<file path="config.mk">
export PLATFORM = sky130hd
export DESIGN_NAME = oric_cpu_rdmux
export DESIGN_NICKNAME = d
export VERILOG_FILES = /design/src/rtl/oric_bus_pkg.sv /design/src/rtl/oric_prio_enc.sv /design/src/rtl/oric_cpu_rdmux.sv
export SDC_FILE = /design/constraint.sdc
export NUM_CORES = 1
export LEC_CHECK = 0
export CORE_MARGIN = 2
export CORE_UTILIZATION = 37
export DETAILED_ROUTE_END_ITERATION = 8
export PLACE_DENSITY = 0.82
export REMOVE_ABC_BUFFERS = 1
export SYNTH_ARGS = -nofsm -noshare
export SYNTH_HDL_FRONTEND = slang
export SYNTH_SLANG_ARGS = --single-unit
</file>
<file path="constraint.sdc">
create_clock -name CLK_IN -period 2.9 [get_ports CLK_IN]
set_input_delay 0.58 -clock CLK_IN [delete_from_list [all_inputs] [get_ports CLK_IN]]
set_output_delay 0.58 -clock CLK_IN [all_outputs]
set_load 0.05 [all_outputs]
</file>
<file path="src/rtl/oric_bus_pkg.sv">
// oric_bus_pkg: shared Oric bus types, read-source indices and defaults.
package oric_bus_pkg;
  typedef enum logic [1:0] {IDLE, WAIT, DONE} rdmux_state_t;
  localparam logic [31:0] NONE_IDX = '1;
  localparam int DW_DEF = 8;
  localparam logic [7:0] OPEN_BUS_VAL_DEF = 8'hFF;
  localparam int SRC_EXP = 0;
  localparam int SRC_VIA = 1;
  localparam int SRC_ROM_MD = 2;
  localparam int SRC_ROM_ATMOS = 3;
  localparam int SRC_ROM_1 = 4;
  localparam int SRC_RAM = 5;
endpackage

</file>
<file path="src/rtl/oric_prio_enc.sv">
// oric_prio_enc: lowest-index priority encoder; sel_i -> idx_o (all-ones if none), any_o, multi_o.
module oric_prio_enc #(
  parameter int N = 8,
  parameter int IW = $clog2(N) + 1
) (
  input  logic [N-1:0]  sel_i,
  output logic [IW-1:0] idx_o,
  output logic          any_o,
  output logic          multi_o
);
  always_comb begin
    idx_o = '1;
    for (int i = N - 1; i >= 0; i--) if (sel_i[i]) idx_o = IW'(i);
  end
  assign any_o = |sel_i;
  assign multi_o = |(sel_i & (sel_i - N'(1)));
endmodule

</file>
<file path="src/rtl/oric_cpu_rdmux.sv">
// oric_cpu_rdmux: CPU read-data collector; locks one of NSRC sources per phi2 phase and drives cpu_di, rd_src, conflict, rd_timeout.
module oric_cpu_rdmux import oric_bus_pkg::*; #(
  parameter int NSRC = 8,
  parameter int DW = DW_DEF,
  parameter int OPEN_BUS_HOLD = 1,
  parameter logic [DW-1:0] OPEN_BUS_VAL = DW'(OPEN_BUS_VAL_DEF),
  parameter int WRITE_TRACK = 1,
  localparam int IW = $clog2(NSRC) + 1
) (
  input  logic             CLK_IN,
  input  logic             RESET,
  input  logic             phi2,
  input  logic             phi2_en,
  input  logic             cpu_rw,
  input  logic [DW-1:0]    cpu_do,
  input  logic [NSRC-1:0]  src_sel,
  input  logic [NSRC-1:0]  src_valid,
  input  logic [NSRC*DW-1:0] src_data,
  output logic [DW-1:0]    cpu_di,
  output logic [IW-1:0]    rd_src,
  output logic             conflict,
  output logic             rd_timeout
);
  localparam int NX = 1 << IW;
  localparam logic [IW-1:0] NONE = IW'(NONE_IDX);
  rdmux_state_t state_q, state_d;
  logic phi2_q;
  logic [DW-1:0] cpu_di_q, cpu_di_d, ob_val, dat;
  logic [IW-1:0] rd_src_q, rd_src_d, enc_idx, cur;
  logic conflict_q, conflict_d, rd_timeout_q, rd_timeout_d;
  logic enc_any, enc_multi, lock, vld;
  logic [NX-1:0] vld_x;
  logic [DW-1:0] dat_a [NX];
  oric_prio_enc #(.N(NSRC), .IW(IW)) u_enc (
    .sel_i(src_sel), .idx_o(enc_idx), .any_o(enc_any), .multi_o(enc_multi)
  );
  assign vld_x = {{(NX - NSRC){1'b0}}, src_valid};
  for (genvar g = 0; g < NX; g++) begin : g_dat
    if (g < NSRC) begin : g_src
      assign dat_a[g] = src_data[g*DW +: DW];
    end else begin : g_pad
      assign dat_a[g] = '0;
    end
  end
  assign lock = phi2 & ~phi2_q;
  assign cur = (state_q == IDLE) ? enc_idx : rd_src_q;
  assign vld = vld_x[cur];
  assign dat = dat_a[cur];
  assign ob_val = (OPEN_BUS_HOLD != 0) ? cpu_di_q : OPEN_BUS_VAL;
  always_comb begin
    state_d = state_q;
    cpu_di_d = cpu_di_q;
    rd_src_d = rd_src_q;
    conflict_d = 1'b0;
    rd_timeout_d = 1'b0;
    case (state_q)
      IDLE: if (lock) begin
        if (!cpu_rw) begin
          state_d = DONE;
          rd_src_d = NONE;
          cpu_di_d = (WRITE_TRACK != 0) ? cpu_do : cpu_di_q;
        end else begin
          rd_src_d = enc_idx;
          conflict_d = enc_multi;
          state_d = (!enc_any || vld || phi2_en) ? DONE : WAIT;
          cpu_di_d = (enc_any && vld) ? dat : (!enc_any || phi2_en) ? ob_val : cpu_di_q;
          rd_timeout_d = enc_any && !vld && phi2_en;
        end
      end
      WAIT: if (vld || !phi2 || phi2_en) begin
        state_d = phi2 ? DONE : IDLE;
        cpu_di_d = vld ? dat : ob_val;
        rd_timeout_d = !vld;
      end
      DONE: state_d = phi2 ? DONE : IDLE;
      default: state_d = IDLE;
    endcase
  end
  always_ff @(posedge CLK_IN) begin
    if (RESET) begin
      state_q <= IDLE;
      phi2_q <= 1'b0;
      cpu_di_q <= OPEN_BUS_VAL;
      rd_src_q <= NONE;
      conflict_q <= 1'b0;
      rd_timeout_q <= 1'b0;
    end else begin
      state_q <= state_d;
      phi2_q <= phi2;
      cpu_di_q <= cpu_di_d;
      rd_src_q <= rd_src_d;
      conflict_q <= conflict_d;
      rd_timeout_q <= rd_timeout_d;
    end
  end
  assign cpu_di = cpu_di_q;
  assign rd_src = rd_src_q;
  assign conflict = conflict_q;
  assign rd_timeout = rd_timeout_q;
endmodule

</file>
==> key figures <==
Timing
  • RSZ-0062 raised after global routing: false
  • Total count of max-transition violations in the final report: 0
  • Max frequency: 358.5 MHz
  • Least-Margin Pin Slew: 0.8266 ns
  • Final hold vios: 0
  • Worst-case setup margin in the final layout: 0.1104 ns
  • Worst hold slack: 0.5143 ns
  • Final Critical Period: 2.790 ns
  • Count of endpoints failing setup in the final report: 0
  • Remaining max-slew budget at the tightest pin: 0.4472
  • Fin crit share: 0.9619
  • Largest clock skew in the final design: 0.009465 ns

Global route
  • Total congestion overflow after global routing: 0
  • Total track usage: 0.2297
  • Initial antenna violation count: 0
  • Pin count of the biggest net entering global routing: 23
  • First-pass GRT wire length: 9.204 mm
  • Via count of the first global-routing pass: 2,015

Logic synthesis
  • Distinct cell type count after synthesis: 46
  • Netlist area before placement: 1654 um2
  • Number of register bits inferred by synthesis: 17
  • EDFF count, synth: 0
  • Share of the yosys chip area belonging to registers: 0.2057
  • Mean area per synthesized cell: 8.990 um2
  • Post-synthesis cell count: 184
  • Total of warnings raised by yosys: 0
  • Top_reg_cell synth: dfxtp_1
  • Share of synthesized registers carrying an async set or reset: 0

Layout
  • Number of nets in the layout: 411
  • Area occupied by registers: 340.3 um2
  • Number of antenna repair diodes: 0
  • Area occupied by multi-input gates: 1305 um2
  • Final standard cell utilization of the core: 0.7124
  • Growth of design area from synthesis to finish: 86.23%
  • Count of filler cells inserted in the layout: 325
  • Layout cell share with drive strength beyond 1: 0.2134
  • Post-route non-filler standard cell count: 366

Clocking
  • Clock sink total: 17
  • Hold Buf Count CTS: 0
  • Clock latency of the later-clocked register in the worst-skew pair: 0.26 ns
  • H-Tree Depth: 1
  • Clock buffer count from CTS: 3
  • Clock Tree Root: clkbuf_8
  • CTS clock-pin slew for the worst setup and hold paths: 0.06 ns
  • Clock Path Buffers: 2
  • Clock tree from TritonCTS: built

Route
  • First-pass DRT Iterations: 4
  • Remaining antenna violation count: 0
  • Vias after detailed routing: 2,007
  • Average wire per cell in the routed design: 16.33 um
  • Initial detailed-routing violation count: 173
  • Via density: 5.484
  • Wire length after detailed routing: 5.977 mm
  • Number of remaining DRC errors: 0

Die
  • DIE HEIGHT: 70.86 um
  • Horizontal die dimension: 70.86 um
  • Number of placement rows: 24
  • Top Ports: 107
  • Total core area: 4324 um2
  • Die outline area: 5021 um2
  • Starting density of the core: 0.3825

Power
  • Power, Total: 2195 uW
  • Worst vdd ir: 0.0004831 V
  • Total power per unit cell area: 712.5 nW/um2
  • Lkg Pwr: 0.001246 uW

Placed design
  • Final GP Congestion: 0.9124
  • Count of input and output buffers: 106
  • Estimated wirelength of the detail-placed design: 4.854 mm
  • Post-placement cell count: 361
  • Post-placement worst setup slack: -0.2071 ns

Setup path
  • Type of the setup path with the least slack: in -> reg
  • Maximum fanout along the worst path: 8
  • Crit end category: flip-flop
  • Crit start category: primary input
  • Data required time at the worst endpoint: 3.08 ns
  • Crit path arrival time: 2.97 ns

Run
  • Max-cap viol count: 0

Worst hold path
  • Classification of the worst-slack hold path: reg -> reg

Status
  • Outcome: complete, no violations
worst max-delay path: stages:
cell             delay (ns)
clkdlybuf4s50_1        0.47
or4_4                  0.44
or3_4                  0.36
nor3_4                 0.24
mux2i_4                0.14
nand3_1                0.11
nand3_2                0.15
o211ai_4               0.14
buf_12                 0.16
mux2i_1                0.18
flip-flops by register name, summed over array words and instances (netlist names):
name,flops
cpu_di,8
rd_src,4
state_q,2
conflict,1
phi2_q,1
rd_timeout,1
placed cells by master (no fill, tap or decap), drive strengths merged, types with 2 or more instances in the layout:
| cell type | n |
|---|---|
| clkdlybuf4s50 | 102 |
| buf | 26 |
| nand2 | 25 |
| nor2 | 21 |
| dfxtp | 17 |
| mux4 | 16 |
| a21oi | 16 |
| o21ai | 11 |
| mux2i | 10 |
| inv | 9 |
| a211oi | 8 |
| nor3 | 6 |
| nand3 | 5 |
| a31oi | 4 |
| dlymetal6s2s | 4 |
| clkbuf | 4 |
| nand2b | 3 |
| ha | 3 |
| mux2 | 2 |
| a221oi | 2 |
| or3 | 2 |
| o211ai | 2 |
layer usage:
layer / vias up / wire length [um] / track usage
li1: 965 / - / -
met1: 923 / 2266 / 0.2900
met2: 102 / 3109 / 0.4071
met3: 17 / 411 / 0.02707
met4: 0 / 190 / 0.07757
met5: - / 0 / 0
final cells by class:
class,count,share of cell area
multi-input cells,152,0.4236
repair buffers,132,0.4192
flip-flops and latches,17,0.1105
well taps,52,0.02112
clock buffers,4,0.01462
inverters,9,0.01097
power breakdown:
| group | internal (uW) | switching (uW) | total (uW) |
|---|---|---|---|
| Combinational | 853 | 834 | 1690 |
| Sequential | 289 | 38.3 | 328 |
| Clock | 97.7 | 83.1 | 181 |
stage by stage:
step	setup TNS [ns]	instance area [um2]
floorplan	0	1615
global placement	-0.9192	2942
detailed placement	-1.649	2942
CTS	0	2987
global route	0	3080
finish	0	3080
path summary, 6_finish.rpt:
kind | startpoint | endpoint | slack, ns | depth (start not counted)
max | src_sel[0] | cpu_di[7] | 0.11 | 10
min | cpu_di[5] | cpu_di[5] | 0.51 | 2
min reg2reg | cpu_di[5] | cpu_di[5] | 0.51 | 2
max reg2reg | state_q[0] | cpu_di[7] | 0.32 | 11
Yosys cell counts (all sizes together) (2+ instances only):
| master | n | area share |
|---|---|---|
| a211oi | 8 | 0.036 |
| a21oi | 16 | 0.048 |
| a221oi | 2 | 0.014 |
| a31oi | 4 | 0.015 |
| buf | 4 | 0.019 |
| clkbuf | 2 | 0.0045 |
| dfxtp | 17 | 0.21 |
| ha | 3 | 0.023 |
| inv | 9 | 0.020 |
| mux2 | 2 | 0.018 |
| mux2i | 10 | 0.065 |
| mux4 | 16 | 0.22 |
| nand2 | 25 | 0.057 |
| nand2b | 3 | 0.011 |
| nand3 | 5 | 0.018 |
| nor2 | 21 | 0.049 |
| nor3 | 6 | 0.025 |
| o211ai | 2 | 0.017 |
| o21ai | 11 | 0.036 |
| or3 | 2 | 0.011 |
timing repair:
action,4_1_cts,5_1_grt
buffers inserted,0,1
setup endpoints to repair,0,10
gates resized for setup,0,15
endpoints found under the hold margin,0,0
kinds of logic after synthesis:
group           synth area share
simple gates              0.1967
compound gates            0.2300
mux                       0.3011
flops                     0.2058
buf+inv                  0.04387
fa+ha+maj                0.02270
Note: power is estimated with default switching activity, not from simulation.
